===== config.mk =====
export PLATFORM = sky130hd
export DESIGN_NAME = sample_stream_fifo_flat
export DESIGN_NICKNAME = d
export VERILOG_FILES = /design/src/rtl/sample_stream_fifo_if.sv /design/src/rtl/sample_stream_fifo.sv /design/src/flat_wrapper.sv
export SDC_FILE = /design/constraint.sdc
export NUM_CORES = 1
export LEC_CHECK = 0
export BUFFER_PORTS_ARGS = -buffer_cell sky130_fd_sc_hd__buf_2
export CORE_ASPECT_RATIO = 2
export CORE_MARGIN = 2
export CORE_UTILIZATION = 43
export CTS_CLUSTER_SIZE = 28
export DETAILED_ROUTE_END_ITERATION = 8
export GPL_TIMING_DRIVEN = 0
export MAX_ROUTING_LAYER = met4
export PLACE_DENSITY_LB_ADDON = 0.3
export REMOVE_ABC_BUFFERS = 1
export SLEW_MARGIN = 10
export SYNTH_ARGS = -nofsm -noshare
export SYNTH_HDL_FRONTEND = slang
export SYNTH_SLANG_ARGS = --single-unit

===== constraint.sdc =====
create_clock -name Clk -period 6.6 [get_ports Clk]
set_input_delay 0 -clock Clk [delete_from_list [all_inputs] [get_ports Clk]]
set_output_delay 0 -clock Clk [all_outputs]
set_load 0.05 [all_outputs]

===== src/rtl/sample_stream_fifo_if.sv =====
`timescale 1ns/1ps
// SDRAM read-port bundle between the sample streamer (master) and the bridge (slave).
interface sample_stream_fifo_if;
    logic        tl_read;
    logic [31:0] tl_addr;
    logic        tl_rdv;
    logic [31:0] tl_rd;

    modport master (output tl_read, output tl_addr, input tl_rdv, input tl_rd);
    modport slave  (input tl_read, input tl_addr, output tl_rdv, output tl_rd);
endinterface


===== src/rtl/sample_stream_fifo.sv =====
`timescale 1ns/1ps
// Prefetching song-word streamer: single-word SDRAM reads into a small FIFO,
// one word presented per rising edge of data_over, done pulse at end of song.
module sample_stream_fifo #(
    parameter int unsigned DEPTH = 8,
    parameter int unsigned CNT_W = 25
) (
    input  logic                 Clk,
    input  logic                 Reset,
    input  logic                 start,
    input  logic [31:0]          base_addr,
    input  logic [CNT_W-1:0]     num_words,
    input  logic                 data_over,
    sample_stream_fifo_if.master tl,
    output logic [31:0]          sample,
    output logic [3:0]           notes,
    output logic                 busy,
    output logic                 done,
    output logic [7:0]           underrun_cnt
);
    localparam int unsigned PTR_W = $clog2(DEPTH);
    localparam int unsigned OCC_W = PTR_W + 1;

    typedef enum logic [1:0] {
        S_IDLE = 2'd0,
        S_REQ  = 2'd1,
        S_WAIT = 2'd2
    } state_t;

    state_t             state_q;
    state_t             state_d;

    logic [31:0]        rd_addr_q;
    logic [31:0]        tl_addr_q;
    logic               tl_read_q;
    logic [CNT_W-1:0]   num_q;
    logic [CNT_W-1:0]   fetched_q;
    logic [CNT_W-1:0]   played_q;

    logic [31:0]        mem [DEPTH];
    logic [PTR_W-1:0]   wr_ptr_q;
    logic [PTR_W-1:0]   rd_ptr_q;
    logic [OCC_W-1:0]   count_q;

    logic               do_q;
    logic [31:0]        sample_q;
    logic               busy_q;
    logic               done_q;
    logic [7:0]         underrun_q;

    logic               start_ok;
    logic               can_issue;
    logic               pop_req;
    logic               pop;
    logic               underrun;
    logic               last_pop;
    logic               load;
    logic               issue;
    logic               push;

    assign start_ok  = start & ~busy_q & (state_q == S_IDLE);
    assign can_issue = (fetched_q < num_q) & (count_q < OCC_W'(DEPTH)) & ~done_q;
    assign pop_req   = data_over & ~do_q & busy_q & ~done_q;
    assign pop       = pop_req & (count_q != '0);
    assign underrun  = pop_req & (count_q == '0);
    assign last_pop  = pop & ((played_q + CNT_W'(1)) == num_q);

    // Fetch FSM state register.
    always_ff @(posedge Clk) begin
        if (Reset) begin
            state_q <= S_IDLE;
        end else begin
            state_q <= state_d;
        end
    end

    // Fetch FSM next state; the first read goes out straight from IDLE so
    // tl_read is already up the cycle after start.
    always_comb begin
        state_d = state_q;
        unique case (state_q)
            S_IDLE: begin
                if (start_ok && (num_words != '0)) begin
                    state_d = S_WAIT;
                end
            end
            S_REQ: begin
                if (done_q) begin
                    state_d = S_IDLE;
                end else if (can_issue) begin
                    state_d = S_WAIT;
                end
            end
            S_WAIT: begin
                if (tl.tl_rdv) begin
                    state_d = S_REQ;
                end
            end
            default: state_d = S_IDLE;
        endcase
    end

    // Fetch FSM strobes: song load, read issue, FIFO push on returned data.
    always_comb begin
        load  = 1'b0;
        issue = 1'b0;
        push  = 1'b0;
        unique case (state_q)
            S_IDLE:  load  = start_ok;
            S_REQ:   issue = can_issue;
            S_WAIT:  push  = tl.tl_rdv;
            default: ;
        endcase
    end

    // Read port registers, read address and fetched-word counter.
    always_ff @(posedge Clk) begin
        if (Reset) begin
            tl_read_q <= 1'b0;
            tl_addr_q <= '0;
            rd_addr_q <= '0;
            num_q     <= '0;
            fetched_q <= '0;
        end else begin
            tl_read_q <= (state_d == S_WAIT);
            if (load) begin
                rd_addr_q <= base_addr;
                tl_addr_q <= base_addr;
                num_q     <= num_words;
                fetched_q <= '0;
            end
            if (issue) begin
                tl_addr_q <= rd_addr_q;
            end
            if (push) begin
                rd_addr_q <= rd_addr_q + 32'd4;
                fetched_q <= fetched_q + CNT_W'(1);
            end
        end
    end

    // FIFO storage; contents need no reset since occupancy gates every read.
    always_ff @(posedge Clk) begin
        if (push) begin
            mem[wr_ptr_q] <= tl.tl_rd;
        end
    end

    // FIFO pointers and occupancy; pop on an empty FIFO is an underrun, not a pop.
    always_ff @(posedge Clk) begin
        if (Reset) begin
            wr_ptr_q <= '0;
            rd_ptr_q <= '0;
            count_q  <= '0;
        end else begin
            if (push) begin
                wr_ptr_q <= wr_ptr_q + PTR_W'(1);
            end
            if (pop) begin
                rd_ptr_q <= rd_ptr_q + PTR_W'(1);
            end
            case ({push, pop})
                2'b10:   count_q <= count_q + OCC_W'(1);
                2'b01:   count_q <= count_q - OCC_W'(1);
                default: ;
            endcase
        end
    end

    // Play path: sample request edge detect, presented word, song progress.
    always_ff @(posedge Clk) begin
        if (Reset) begin
            do_q       <= 1'b0;
            sample_q   <= '0;
            busy_q     <= 1'b0;
            done_q     <= 1'b0;
            played_q   <= '0;
            underrun_q <= '0;
        end else begin
            do_q   <= data_over;
            done_q <= last_pop | (start_ok & (num_words == '0));
            if (start_ok) begin
                busy_q   <= 1'b1;
                played_q <= '0;
            end else if (done_q) begin
                busy_q <= 1'b0;
            end
            if (done_q) begin
                sample_q <= '0;
            end
            if (pop) begin
                sample_q <= mem[rd_ptr_q];
                played_q <= played_q + CNT_W'(1);
            end
            if (underrun) begin
                sample_q <= '0;
                if (underrun_q != 8'hFF) begin
                    underrun_q <= underrun_q + 8'd1;
                end
            end
        end
    end

    assign tl.tl_read   = tl_read_q;
    assign tl.tl_addr   = tl_addr_q;
    assign sample       = sample_q;
    assign notes        = {sample_q[20], sample_q[16], sample_q[28], sample_q[24]};
    assign busy         = busy_q;
    assign done         = done_q;
    assign underrun_cnt = underrun_q;
endmodule

===== src/flat_wrapper.sv =====
// flat-port wrapper written by rule: the top's interface ports become plain ports
module sample_stream_fifo_flat 
#(
    parameter int unsigned DEPTH = 8,
    parameter int unsigned CNT_W = 25
)
  (Clk, Reset, start, base_addr, num_words, data_over, sample, notes, busy, done, underrun_cnt, tl_tl_read, tl_tl_addr, tl_tl_rdv, tl_tl_rd);
  sample_stream_fifo_if tl_i ();
  input  logic Clk;
  input  logic Reset;
  input  logic start;
  input  logic [31:0] base_addr;
  input  logic [CNT_W-1:0] num_words;
  input  logic data_over;
  output logic [31:0] sample;
  output logic [3:0] notes;
  output logic busy;
  output logic done;
  output logic [7:0] underrun_cnt;
  output wire logic [$bits(tl_i.tl_read)-1:0] tl_tl_read;
  output wire logic [$bits(tl_i.tl_addr)-1:0] tl_tl_addr;
  input wire logic [$bits(tl_i.tl_rdv)-1:0] tl_tl_rdv;
  input wire logic [$bits(tl_i.tl_rd)-1:0] tl_tl_rd;
  assign tl_tl_read = tl_i.tl_read;
  assign tl_tl_addr = tl_i.tl_addr;
  assign tl_i.tl_rdv = tl_tl_rdv;
  assign tl_i.tl_rd = tl_tl_rd;
  sample_stream_fifo #(.DEPTH(DEPTH), .CNT_W(CNT_W)) u_core (.Clk(Clk), .Reset(Reset), .start(start), .base_addr(base_addr), .num_words(num_words), .data_over(data_over), .tl(tl_i), .sample(sample), .notes(notes), .busy(busy), .done(done), .underrun_cnt(underrun_cnt));
endmodule

=== Yosys cells after proc, flatten, opt, wreduce, memory -nomap -nowiden ===
Memory sizes are Yosys's and may differ from the RTL's. A register that Yosys moved wholly into a read port is not among the register bits.
Cells that the tools add are included.

* Flip-flop bits (word level): 195
* Bits in latches: 0
* Memory bits (writable): 256
* Bits in read-only memories: 0
* Input port bits: 94
* Word-level logic and storage cells: 86
* Memories kept: 1

{| class="wikitable"
|+ Memory list
! memory !! depth !! width !! read ports !! clocked after memory_dff !! write ports !! line !! source
|-
| u_core.mem || 8 || 32 || 1 || 1 || 1 || sample_stream_fifo.sv:40 || <nowiki>logic [31:0] mem [DEPTH];</nowiki>
|}

* Add/subtract/negate cells: 8
* $mul: 0
* Divide/modulo/power cells: 0
* Magnitude comparators: 2
* Equality and inequality tests: 7
* Shifts and indexed selects: 0
* Multiplexer cells: 24
* Bitwise gates (word level): 15
* Reduce and logical (&&, ||, !) cells: 14

{| class="wikitable"
|+ Operators with widths
! kind !! count
|-
| 32-bit two-way mux || 5
|-
| 25-bit two-way mux || 4
|-
| 25-bit by 1-bit adder with 25-bit output, second input constant || 2
|-
| 32-bit by 3-bit adder with 32-bit output, second input constant || 1
|-
| 25-bit equality test || 1
|-
| 25-bit logical NOT || 1
|-
| 25-bit < comparator || 1
|-
| 25-bit nonzero test || 1
|-
| 2-bit nonzero test || 6
|-
| 1-bit AND || 11
|-
| 8-bit by 1-bit adder with 8-bit output, second input constant || 1
|-
| 2-bit two-way mux || 4
|-
| 8-bit != test, second input constant || 1
|-
| 4-bit case mux with 2 select lines || 1
|-
| 1-bit two-way mux || 7
|-
| 3-bit by 1-bit adder with 3-bit output, second input constant || 2
|-
| 2-bit equality test, second input constant || 3
|-
| 3-bit two-way mux || 2
|-
| 2-bit case mux with 3 select lines || 1
|-
| 4-bit by 1-bit adder with 4-bit output, second input constant || 1
|-
| 2-bit by 1-bit equality test with 1-bit output, second input constant || 2
|-
| 4-bit logical NOT || 1
|-
| 4-bit < comparator, second input constant || 1
|-
| 4-bit nonzero test || 1
|-
| 7 further kinds || 9
|}

=== Longest topological paths before layout ===
Gate-level depths: netlist of run 1.

* Word-level depth: 7
* Depth in mapped cells: 12

=== Worst setup path before layout of run 1 ===
Ideal clock, no wire load.

* Path kind: register to register
* Start: reg u_core.state_q[1]
* End: mem u_core.mem[1][0] (enable)
* Setup time: 0.513 ns
* Arrival: 4.426 ns
* Data required time: 6.087 ns
* Path slack: 1.661 ns
* Cell stages (with the launch flop): 6
* Buffers on the path: 1
* Period minus slack after synthesis: 4.939 ns
* Cell sequence: dfxtp_1 > inv_1 > nor3b_2 > inv_2 > clkbuf_1 > nor4b_1

* Word-level cells in the longest chain between the ends: 4

{| class="wikitable"
|+ RTL lines
! item !! line !! source
|-
| start, declared || sample_stream_fifo.sv:30 || <nowiki>state_t state_q;</nowiki>
|-
| start signal, assigned || sample_stream_fifo.sv:73 || <nowiki>state_q <= state_d;</nowiki>
|-
| 2-bit equality test || sample_stream_fifo.sv:108 || <nowiki>unique case (state_q)</nowiki>
|-
| 1-bit two-way mux || sample_stream_fifo.sv:108 ||
|-
| 1-bit two-way mux || sample_stream_fifo.sv:144 || <nowiki>if (push) begin</nowiki>
|-
| 1-bit two-way mux (not written as such) || sample_stream_fifo.sv:145 || <nowiki>mem[wr_ptr_q] <= tl.tl_rd;</nowiki>
|-
| end, declared || sample_stream_fifo.sv:40 ||
|}

No other way between the ends.

=== Worst setup path in the final report of run 1 ===
* Start: reg u_core.num_q[6]
* End: reg u_core.tl_addr_q[12], in the netlist u_core.tl.tl_addr[12]

* Word-level cells in the longest chain between the ends: 5

{| class="wikitable"
|+ RTL lines
! item !! line !! source
|-
| start, declared || sample_stream_fifo.sv:36 || <nowiki>logic [CNT_W-1:0] num_q;</nowiki>
|-
| start signal, assigned || sample_stream_fifo.sv:129 || <nowiki>num_q <= num_words;</nowiki>
|-
| 25-bit < comparator (*) || sample_stream_fifo.sv:62 || <nowiki>assign can_issue = (fetched_q < num_q) & (count_q < OCC_W'(DEPTH)) & ~done_q;</nowiki>
|-
| 1-bit AND (*) (2 in series) || sample_stream_fifo.sv:62 ||
|-
| 1-bit two-way mux (*) || sample_stream_fifo.sv:108 ||
|-
| 32-bit two-way mux or 2-bit nonzero test (tied branches) || -- ||
|-
| end signal, assigned || sample_stream_fifo.sv:128 || <nowiki>tl_addr_q <= base_addr;</nowiki>
|-
| end signal, assigned || sample_stream_fifo.sv:133 || <nowiki>tl_addr_q <= rd_addr_q;</nowiki>
|-
| end, declared || sample_stream_fifo.sv:34 || <nowiki>logic [31:0] tl_addr_q;</nowiki>
|}

Every way passes the cells marked *; elsewhere a longest branch is shown, timed or not.
A chain may end at the register's enable or synchronous reset.

==> metrics.csv, run 1 <==
stage,metric,value,unit
outcome,status,finished clean,
cts,clkTransAtPathRegs,0.07,ns
yosys,synth-seq-area-share,59.33,%
timing,hold_violations,0,
yosys,avgSynthCellArea,11.80,sq um
cts,clock_path_buffers,3,
power_and_ir_drop,clock_power_share,40.5,%
yosys,yosysTopAreaCell,edfxtp_1,
global_route,grtUsageTotal,21.62,%
route,postRouteAntennaNets,0,
yosys,synth-async-reset-ratio,0,%
floorplanning,rows,110,
global_route,overflow,0,
power_and_ir_drop,leakagePower,8.429,nW
cts,cts_tree,yes,
place,place_area,0.02140,sq mm
power_and_ir_drop,pwr-share-comb,9.0,%
floorplanning,io_pins,173,
worst_setup_path,crit_required,7.10,ns
cts,h-tree-depth,2,
timing,worst_slack,2.715,ns
worst_setup_path,critPathCaptureType,flip-flop,
timing,post-route-min-period,3.885,ns
power_and_ir_drop,seqPwrFrac,50.5,%
cells_and_area,area_delta_synth_final,21.29,%
yosys,synth_top_family_by_area,simple AND/OR/NAND/NOR gates,
yosys,synth_edf_count,256,
power_and_ir_drop,p_sw,1.494,mW
cts,cts_resized,0,
place,place_hpwl,33590,um
yosys,yosysMostFrequentCell,edfxtp_1,
worst_setup_path,worst_ep_arrival_time,4.38,ns
hold_path,min_path_type,in -> reg,
cts,cts_setup_buffers,0,
yosys,synth_cell_types,76,
power_and_ir_drop,swShare,24.26,%
floorplanning,core_area,0.04501,sq mm
route,routed_wl,50040,um
timing,worst-slew-pin-transition,0.9381,ns
yosys,synthTopCellsByArea,"edfxtp_1, dfxtp_1, mux4_2",
global_route,grt_max_degree,93,
power_and_ir_drop,p_per_area,258.6,mW/mm^2
timing,fin_worst_hold_slack,0.2355,ns
cts,numClockSinks,454,
cts,cts_hold_buf,99,
floorplanning,die_height,306.2,um
yosys,synth-xor-area-share,2.274,%
job,drv_cap,0,
place,gp_congestion,0.8531,
cells_and_area,final_cell_count_no_fill,2516,
route,drtIter0Drc,704,
worst_setup_path,crit_chain,inv_1 > ha_1 > a21o_1 > a21o_1 > a221oi_1 > o21ai_1 > a221o_2 > or2_2 > a311oi_1 > dlygate4sd3_1,
timing,maxSlewViolCount,0,
cts,insertion_delay,0.56,ns
cts,root_buffer,clkbuf_16,
yosys,synthAdderAreaFrac,2.204,%
yosys,yosys.area_share.simple,14.12,%
yosys,synth-seq-cells,454,
place,numPortBuffers,172,
global_route,first_global_vias,14370,
timing,grt_setup_unrepaired,no,
cells_and_area,design_area,0.02382,sq mm
yosys,yosysTopAreaCellShare,39.14,%
timing,period_share,58.86,%
cts,cts_buffers,42,
global_route,grt_pass1_wl,77800,um
floorplanning,dieArea,0.04750,sq mm
worst_setup_path,critical_path.max_fanout,35,
global_route,antenna_found_initial,2,
place,dpl.cell_count,2337,
cells_and_area,final_core_util,52.93,%
timing,fmax,0.2574,GHz
route,drt_drc_violations_left,0,
yosys,yosys_warnings,0,
floorplanning,die_w,155.1,um
worst_setup_path,crit_buf_inv,2,
power_and_ir_drop,ir_worst_vdd,0.2444,mV
timing,setup_viol,0,
cells_and_area,nets,2048,
hold_path,holdPathStages,4,
worst_setup_path,cp_top_family,compound AO/OA/AOI/OAI gates,
worst_setup_path,crit_path_frequent_cell,a21o_1,
cells_and_area,drive_gt1_share,20.83,%
timing,tns,0,ns
worst_setup_path,crit_type,reg -> reg,
timing,max_slew_margin,37.23,%
worst_setup_path,max_stage_delay,0.69,ns
power_and_ir_drop,internal_power,4.666,mW
route,detail_route.wl_per_cell,19.89,um
yosys,synthFlopType,edfxtp_1,
timing,skew,0.02543,ns
place,pre_cts_ws,2.769,ns
yosys,synth_compound_area_share,9.162,%
yosys,synth.area.mux_share,10.01,%
yosys,synth_area,0.01964,sq mm
power_and_ir_drop,finalPower,6.160,mW
route,viasPerCell,5.563,
yosys,yosys-top-cells-count,"edfxtp_1, dfxtp_1, nor2_1",
worst_setup_path,crit_cells,10,
route,first_pass_iters,8,
yosys,synth_cells,1664,
floorplanning,floorplan.initialDensity,43.64,%
route,via_count,14000,
worst_setup_path,slowest_stage,a221o_2,
worst_setup_path,worstSetupStartpointType,flip-flop,
worst_setup_path,reg2reg_depth,10,
-- final cells by class --
type	instances	area [sq um]
flip-flops and latches	454	11660
repair buffers	315	2375
diodes	2	5.005
inverters	39	147.6
well taps	560	700.7
clock buffers	57	1209
clock inverters	21	217.7
multi-input cells	1068	7503
fillers	3816	21190
-- state kept, by name, indices dropped and copies added (netlist names), named ones only --
register and flops:
u_core.busy 1, u_core.count_q 4, u_core.do_q 1, u_core.done 1
u_core.fetched_q 25, u_core.mem 256, u_core.num_q 25, u_core.played_q 25
u_core.rd_addr_q 32, u_core.rd_ptr_q 3, u_core.sample 32, u_core.state_q 2
u_core.tl.tl_addr 32, u_core.tl.tl_read 1, u_core.underrun_cnt 8, u_core.wr_ptr_q 3
-- worst register-to-register path, stage by stage, from the launching register on --
cell and delay [ns]:
dfxtp_1 0.43, inv_1 0.12, ha_1 0.30, a21o_1 0.16, a21o_1 0.17, a221oi_1 0.22
o21ai_1 0.13, a221o_2 0.69, or2_2 0.71, a311oi_1 0.32, dlygate4sd3_1 0.57
-- metal layers --
metal	global-route usage [%]	share of wire, %	up-vias
li1	-	-	6689
met1	22.79	37	6896
met2	40.38	55	297
met3	2.205	3.3	115
met4	9.410	4.4	0
met5	-	0	-
-- worst paths after layout --
kind                                            from                            endpoint  slack (ns)
hold reg to reg   u_core.tl.tl_addr[10]$_SDFFE_PP0P_  u_core.tl.tl_addr[10]$_SDFFE_PP0P_        0.49
setup / recovery        u_core.num_q[6]$_SDFFE_PP0P_  u_core.tl.tl_addr[12]$_SDFFE_PP0P_        2.72
setup reg to reg        u_core.num_q[6]$_SDFFE_PP0P_  u_core.tl.tl_addr[12]$_SDFFE_PP0P_        2.72
hold / removal                                 start       u_core.num_q[24]$_SDFFE_PP0P_        0.24
-- power groups by stage --
stage,registers (mW),clock network (mW),logic [mW]
6_report,3.11,2.50,0.554
5_1_grt,3.12,2.65,0.605
4_1_cts,3.11,2.56,0.557
3_5_place_dp,3.17,0,0.507
3_3_place_gp,3.18,0,0.484
2_1_floorplan,3.24,0,0.228
-- cells in the final DEF, fill, tap and decap left out, drive strengths merged, types with 48 or more instances in the layout --
cell         Yosys  routed
nand3           50      50
buf             29     216
edfxtp         256     256
mux4            64      64
nand2          186     186
dlygate4sd3      0      99
o21ai           48      48
dfxtp          198     198
nor3            57      57
clkbuf          74      57
nor2           193     193
a21oi           87      87
-- logic make-up after synthesis --
| logic type | after synthesis |
|---|---|
| simple gates | 587 |
| mux | 115 |
| fa+ha+maj | 34 |
| xor+xnor | 51 |
| buf+inv | 142 |
| flops | 454 |
| compound gates | 281 |
Note: power is estimated with default switching activity, not from simulation.
==> run 2, diff against run 1 <==
==> constraint.sdc (replaced) <==
create_clock -name Clk -period 3.55 [get_ports Clk]
set_input_delay 0 -clock Clk [delete_from_list [all_inputs] [get_ports Clk]]
set_output_delay 0 -clock Clk [all_outputs]
set_load 0.05 [all_outputs]
==> metrics.csv, run 2 (synthesis gave the netlist of run 1 again) <==
stage,metric,value,unit,change
hold_path,min_path_type,in -> reg,,
floorplanning,dieArea,0.04750,sq mm,unchanged
global_route,grtUsageTotal,21.82,%,+0.20 points
route,drtIter0Drc,767,,+8.9%
global_route,first_global_vias,14370,,-0.042%
job,drv_cap,0,,unchanged
worst_setup_path,slowest_stage,a221o_2,,
cells_and_area,regMostFlops,u_core.mem,,
place,place_area,0.02140,sq mm,unchanged
cts,h-tree-depth,2,,unchanged
route,top_layer,met4,,
cts,numClockSinks,454,,unchanged
timing,period_share,96.05,%,+37 points
cells_and_area,drive_gt1_share,21.02,%,+0.19 points
timing,post-route-min-period,3.410,ns,-0.4752 ns
timing,skew,0.02663,ns,+0.001199 ns
global_route,grt_max_degree,93,,unchanged
timing,setup_viol,0,,unchanged
timing,grt_setup_unrepaired,no,,
global_route,overflow,0,,unchanged
floorplanning,rows,110,,unchanged
floorplanning,core_area,0.04501,sq mm,unchanged
cells_and_area,final_core_util,52.99,%,+0.067 points
timing,tns,0,ns,unchanged
route,wl_met2,27730,um,+1.1%
route,postRouteAntennaNets,0,,unchanged
global_route,antenna_found_initial,3,,+1
cells_and_area,largest_reg_flops,256,,unchanged
place,place_hpwl,33590,um,unchanged
worst_setup_path,crit_path_frequent_cell,a21o_1,,
timing,worst-slew-pin-transition,0.9224,ns,-0.01567 ns
timing,max_slew_margin,38.28,%,+1.0 points
floorplanning,die_height,306.2,um,unchanged
worst_setup_path,critPathCaptureType,flip-flop,,
worst_setup_path,crit_buf_inv,1,,-1
worst_setup_path,worst_ep_arrival_time,3.86,ns,-0.52 ns
route,routed_wl,50500,um,+0.93%
route,drt_drc_violations_left,0,,unchanged
cts,insertion_delay,0.56,ns,about the same
route,viasPerCell,5.603,,+0.72%
worst_setup_path,cp_top_family,compound AO/OA/AOI/OAI gates,,
cells_and_area,design_area,0.02385,sq mm,+0.13%
worst_setup_path,crit_chain,inv_1 > ha_1 > a21o_1 > a21o_1 > a221oi_1 > o21ai_1 > a221o_2 > or2_2 > a311oi_1,,
power_and_ir_drop,ir_worst_vdd,0.4513,mV,+85%
floorplanning,die_w,155.1,um,unchanged
place,gp_congestion,0.8531,,unchanged
cts,cts_buffers,42,,unchanged
power_and_ir_drop,leakagePower,8.433,nW,about the same
worst_setup_path,worstSetupStartpointType,flip-flop,,
route,via_count,14100,,+0.76%
place,numPortBuffers,172,,unchanged
timing,fmax,0.2933,GHz,+14%
power_and_ir_drop,p_per_area,480.5,mW/mm^2,+86%
cells_and_area,final_common_cell,edfxtp_1,,
timing,hold_violations,0,,unchanged
route,detail_route.wl_per_cell,20.07,um,+0.89%
floorplanning,floorplan.initialDensity,43.64,%,unchanged
global_route,grt_pass1_wl,78300,um,+0.64%
cts,root_buffer,clkbuf_16,,
route,met1Wirelength,18840,um,+0.39%
worst_setup_path,critical_path.max_fanout,35,,unchanged
power_and_ir_drop,finalPower,11.46,mW,+86%
cts,clkTransAtPathRegs,0.07,ns,about the same
cts,clock_path_buffers,3,,unchanged
cells_and_area,area_delta_synth_final,21.45,%,
route,first_pass_iters,5,,-3
route,wl_met3,1706,um,+2.8%
worst_setup_path,max_stage_delay,0.69,ns,about the same
floorplanning,io_pins,173,,unchanged
cells_and_area,most-common-layout-cells,"edfxtp_1, dfxtp_1, nor2_1, nand2_1, buf_2",,
timing,maxSlewViolCount,0,,unchanged
outcome,status,finished clean,,
cts,cts_tree,yes,,
worst_setup_path,crit_required,4.00,ns,-3.10 ns
worst_setup_path,crit_type,reg -> reg,,
cells_and_area,nets,2049,,+0.049%
run 2: changes by cell type in the layout (fill, tap and decap cells not counted):
cell           delta
nor4bb_4          +1
dlygate4sd3_1     -1
nor4_2            +1
inv_2             -1
inv_4             +1
nor4bb_1          -1
nor4_1            -1
buf_4             +1
nand2b_2          +1
run 2: worst paths after layout:
kind                                                         from                                end  slack, ns  cells past startpoint
worst min register to register  u_core.tl.tl_addr[9]$_SDFFE_PP0P_  u_core.tl.tl_addr[9]$_SDFFE_PP0P_       0.49                      2
worst min-delay path                                        start      u_core.num_q[24]$_SDFFE_PP0P_       0.24                      4
worst max register to register       u_core.num_q[6]$_SDFFE_PP0P_  u_core.tl.tl_addr[8]$_SDFFE_PP0P_       0.14                      9
worst max-delay path                 u_core.num_q[6]$_SDFFE_PP0P_  u_core.tl.tl_addr[8]$_SDFFE_PP0P_       0.14                      9
run 2: cell type report:
type | instances | area [sq um]
clock inverters | 21 | 217.7
repair buffers | 315 | 2372
clock buffers | 57 | 1209
flip-flops and latches | 454 | 11660
fillers | 3814 | 21160
diodes | 2 | 5.005
multi-input cells | 1069 | 7533
inverters | 39 | 150.1
well taps | 560 | 700.7
run 2: per-stage QoR:
step | setup WS, ns | std cells | hold slack (ns)
2_1_floorplan | -2.026 | 1561 | 0.06907
3_3_place_gp | -6.962 | 2293 | 0.2255
3_5_place_dp | -0.2806 | 2337 | 0.2358
4_1_cts | 0.05246 | 2514 | 0.2042
5_1_grt | 0.004281 | 2517 | 0.2431
6_report | 0.1403 | 2517 | 0.2394
run 2: power by group:
part           leakage [nW]  internal [mW]  switching (mW)
logic                  3.81          0.374           0.663
clock network         0.711           2.63            2.01
registers              3.92           5.67           0.114
total                  8.43           8.68            2.78
run 2: metal layers:
metal  GRT usage, %  up-vias
li1               -     6694
met1          23.16     6947
met2          40.65      342
met3          2.205      121
met4          9.388        0
met5              -        -
run 2: tightest hold or removal path: cells and delay by family:
family / cells / cell delay (ns)
buffers and inverters: 1 / 0.12
AND/OR/NAND/NOR: 2 / 0.55
AO/OA/AOI/OAI: 1 / 0.05
run 2: repair_timing:
action                                  in CTS  in global routing
endpoints found under the setup margin      24                  1
pin swaps                                    0                  1
hold endpoints to repair                   371                  0
buffers inserted                             0                  1
gates cloned                                 1                  0
gates resized for setup                      5                  0
hold buffers                                98                  0
==> run 3, diff against run 2 <==
--- a/config.mk
+++ b/config.mk
@@ -9,6 +9,7 @@
 export CORE_ASPECT_RATIO = 2
 export CORE_MARGIN = 2
 export CORE_UTILIZATION = 43
+export CTS_BUF_LIST = sky130_fd_sc_hd__clkbuf_4
 export CTS_CLUSTER_SIZE = 28
 export DETAILED_ROUTE_END_ITERATION = 8
 export GPL_TIMING_DRIVEN = 0
==> metrics.csv, run 3 (synthesis gave the netlist of run 1 again) <==
stage,metric,value,unit,change
outcome,status,finished clean,,
worst_setup_path,critPathCaptureType,flip-flop,,
timing,max_slew_margin,37.29,%,-0.99 points
worst_setup_path,worstSetupStartpointType,flip-flop,,
cells_and_area,regMostFlops,u_core.mem,,
global_route,first_global_vias,15830,,+10%
global_route,overflow,0,,unchanged
power_and_ir_drop,leakagePower,9.067,nW,+7.5%
cells_and_area,most-common-layout-cells,"edfxtp_1, dlygate4sd3_1, dfxtp_1, nor2_1, nand2_1",,
cells_and_area,drive_gt1_share,22.39,%,+1.4 points
cts,cts_buffers,100,,+140%
cells_and_area,nets,2249,,+9.8%
power_and_ir_drop,p_per_area,435.1,mW/mm^2,-9.4%
cts,clkTransAtPathRegs,0.08,ns,about the same
timing,fin_worst_hold_slack,0.06946,ns,-0.1700 ns
global_route,grt_max_degree,93,,unchanged
timing,post-route-min-period,3.209,ns,-0.2006 ns
timing,grt_setup_unrepaired,no,,
route,drt_drc_violations_left,0,,unchanged
global_route,grt_pass1_wl,82590,um,+5.5%
timing,hold_violations,0,,unchanged
cells_and_area,area_delta_synth_final,27.94,%,
place,gp_congestion,0.8531,,unchanged
route,drtIter0Drc,803,,+4.7%
worst_setup_path,crit_path_frequent_cell,a21o_1,,
global_route,grtUsageTotal,22.96,%,+1.1 points
worst_setup_path,crit_chain,inv_1 > ha_1 > a21o_1 > a21o_1 > a221oi_1 > o21ai_1 > a221o_2 > or2_4 > a311oi_1,,
worst_setup_path,crit_type,reg -> reg,,
route,routed_wl,53290,um,+5.5%
cells_and_area,largest_reg_flops,256,,unchanged
worst_setup_path,crit_required,4.21,ns,+0.21 ns
cts,insertion_delay,0.82,ns,+0.26 ns
power_and_ir_drop,ir_worst_vdd,0.3455,mV,-23%
floorplanning,rows,110,,unchanged
global_route,antenna_found_initial,4,,+1
hold_path,min_path_type,in -> reg,,
place,numPortBuffers,172,,unchanged
power_and_ir_drop,finalPower,10.93,mW,-4.6%
floorplanning,die_height,306.2,um,unchanged
floorplanning,io_pins,173,,unchanged
cells_and_area,final_common_cell,edfxtp_1,,
cts,numClockSinks,454,,unchanged
worst_setup_path,worst_ep_arrival_time,3.87,ns,about the same
cells_and_area,fill_cells,3705,,-2.9%
timing,skew,0.06684,ns,+0.04022 ns
cts,clock_path_buffers,3,,unchanged
floorplanning,die_w,155.1,um,unchanged
route,first_pass_iters,5,,unchanged
route,postRouteAntennaNets,0,,unchanged
cts,cts_tree,yes,,
timing,fmax,0.3116,GHz,+6.3%
route,viasPerCell,5.496,,-1.9%
cts,h-tree-depth,3,,+1
worst_setup_path,max_stage_delay,0.70,ns,about the same
place,place_hpwl,33590,um,unchanged
job,drv_cap,0,,unchanged
floorplanning,dieArea,0.04750,sq mm,unchanged
timing,setup_viol,0,,unchanged
timing,maxSlewViolCount,0,,unchanged
timing,worst-slew-pin-transition,0.9372,ns,+0.01478 ns
timing,period_share,90.40,%,-5.7 points
worst_setup_path,slowest_stage,a221o_2,,
floorplanning,core_area,0.04501,sq mm,unchanged
route,via_count,15200,,+7.8%
route,detail_route.wl_per_cell,19.27,um,-4.0%
worst_setup_path,critical_path.max_fanout,35,,unchanged
floorplanning,floorplan.initialDensity,43.64,%,unchanged
cts,root_buffer,clkbuf_4,,
==> run 3: cell count changes in the layout (fill, tap and decap cells not counted), sizes merged <==
cell,previous run,this run
dlygate4sd3,98,240
bufinv,3,1
diode,2,4
inv,41,39
clkinvlp,1,3
clkbuf,57,137
clkinv,15,42
==> run 3: routing by layer <==
layer	up-vias	GRT usage [%]	routed length, um
met1	7430	23.05	19220
li1	7165	-	-
met5	-	-	0
met3	147	3.435	2289
met4	0	12.04	2441
met2	461	42.39	29340
==> run 3: cell type report <==
cell class	instances	area, sq um	share of cell area, %
tap	560	700.7	2.789
clock buffer	137	1028	4.093
clock inverter	46	236.5	0.9411
antenna	4	10.01	0.03984
sequential	454	11660	46.41
inverter	39	150.1	0.5976
timing repair buffer	457	3794	15.10
multi-input combinational	1069	7545	30.03
==> run 3: critical path, delay by kind of cell, from the launching register on <==
family,cells,cell delay [ns]
and+or+nand+nor,1,0.52
DFF,1,0.44
AOI/OAI and AO/OA,6,1.66
buffers and inverters,1,0.12
adders and majority gates,1,0.30
==> run 3: repair_timing <==
action                                  4_1_cts  5_1_grt
resized for setup                             3        4
hold buffers                                240        0
pin swaps                                     0        1
cloned                                        0        1
endpoints found under the hold margin       427        0
buffers inserted                              0        1
endpoints found under the setup margin       32        2
==> run 3: worst paths after layout <==
kind / start / end / slack [ns] / cells past startpoint
worst max-delay path: u_core.num_q[6]$_SDFFE_PP0P_ / u_core.tl.tl_addr[31]$_SDFFE_PP0P_ / 0.34 / 9
worst min-delay path: base_addr[23] / u_core.tl.tl_addr[23]$_SDFFE_PP0P_ / 0.07 / 4
worst max register to register: u_core.num_q[6]$_SDFFE_PP0P_ / u_core.tl.tl_addr[31]$_SDFFE_PP0P_ / 0.34 / 9
worst min register to register: u_core.tl.tl_addr[10]$_SDFFE_PP0P_ / u_core.tl.tl_addr[10]$_SDFFE_PP0P_ / 0.49 / 2
==> run 3: where the power goes <==
part	internal [mW]	switching [mW]	total, mW
clock	1.89	2.06	3.95
combinational	0.500	0.698	1.20
sequential	5.67	0.116	5.78
total	8.06	2.88	10.9
==> run 3: metrics by stage <==
| step | setup WS (ns) | cell area [sq um] | utilization, % | cells | TNS, ns |
|---|---|---|---|---|---|
| global placement | -6.962 | 20780 | 46.17 | 2293 | -1412.70 |
| global route | 0.1039 | 25120 | 55.82 | 2765 | 0 |
| floorplan | -2.026 | 19220 | - | 1561 | -239.98 |
| CTS | 0.01136 | 25070 | 55.71 | 2760 | 0 |
| finish | 0.3409 | 25130 | 55.83 | 2766 | 0 |
| detailed placement | -0.2806 | 21400 | 47.55 | 2337 | -0.5826 |
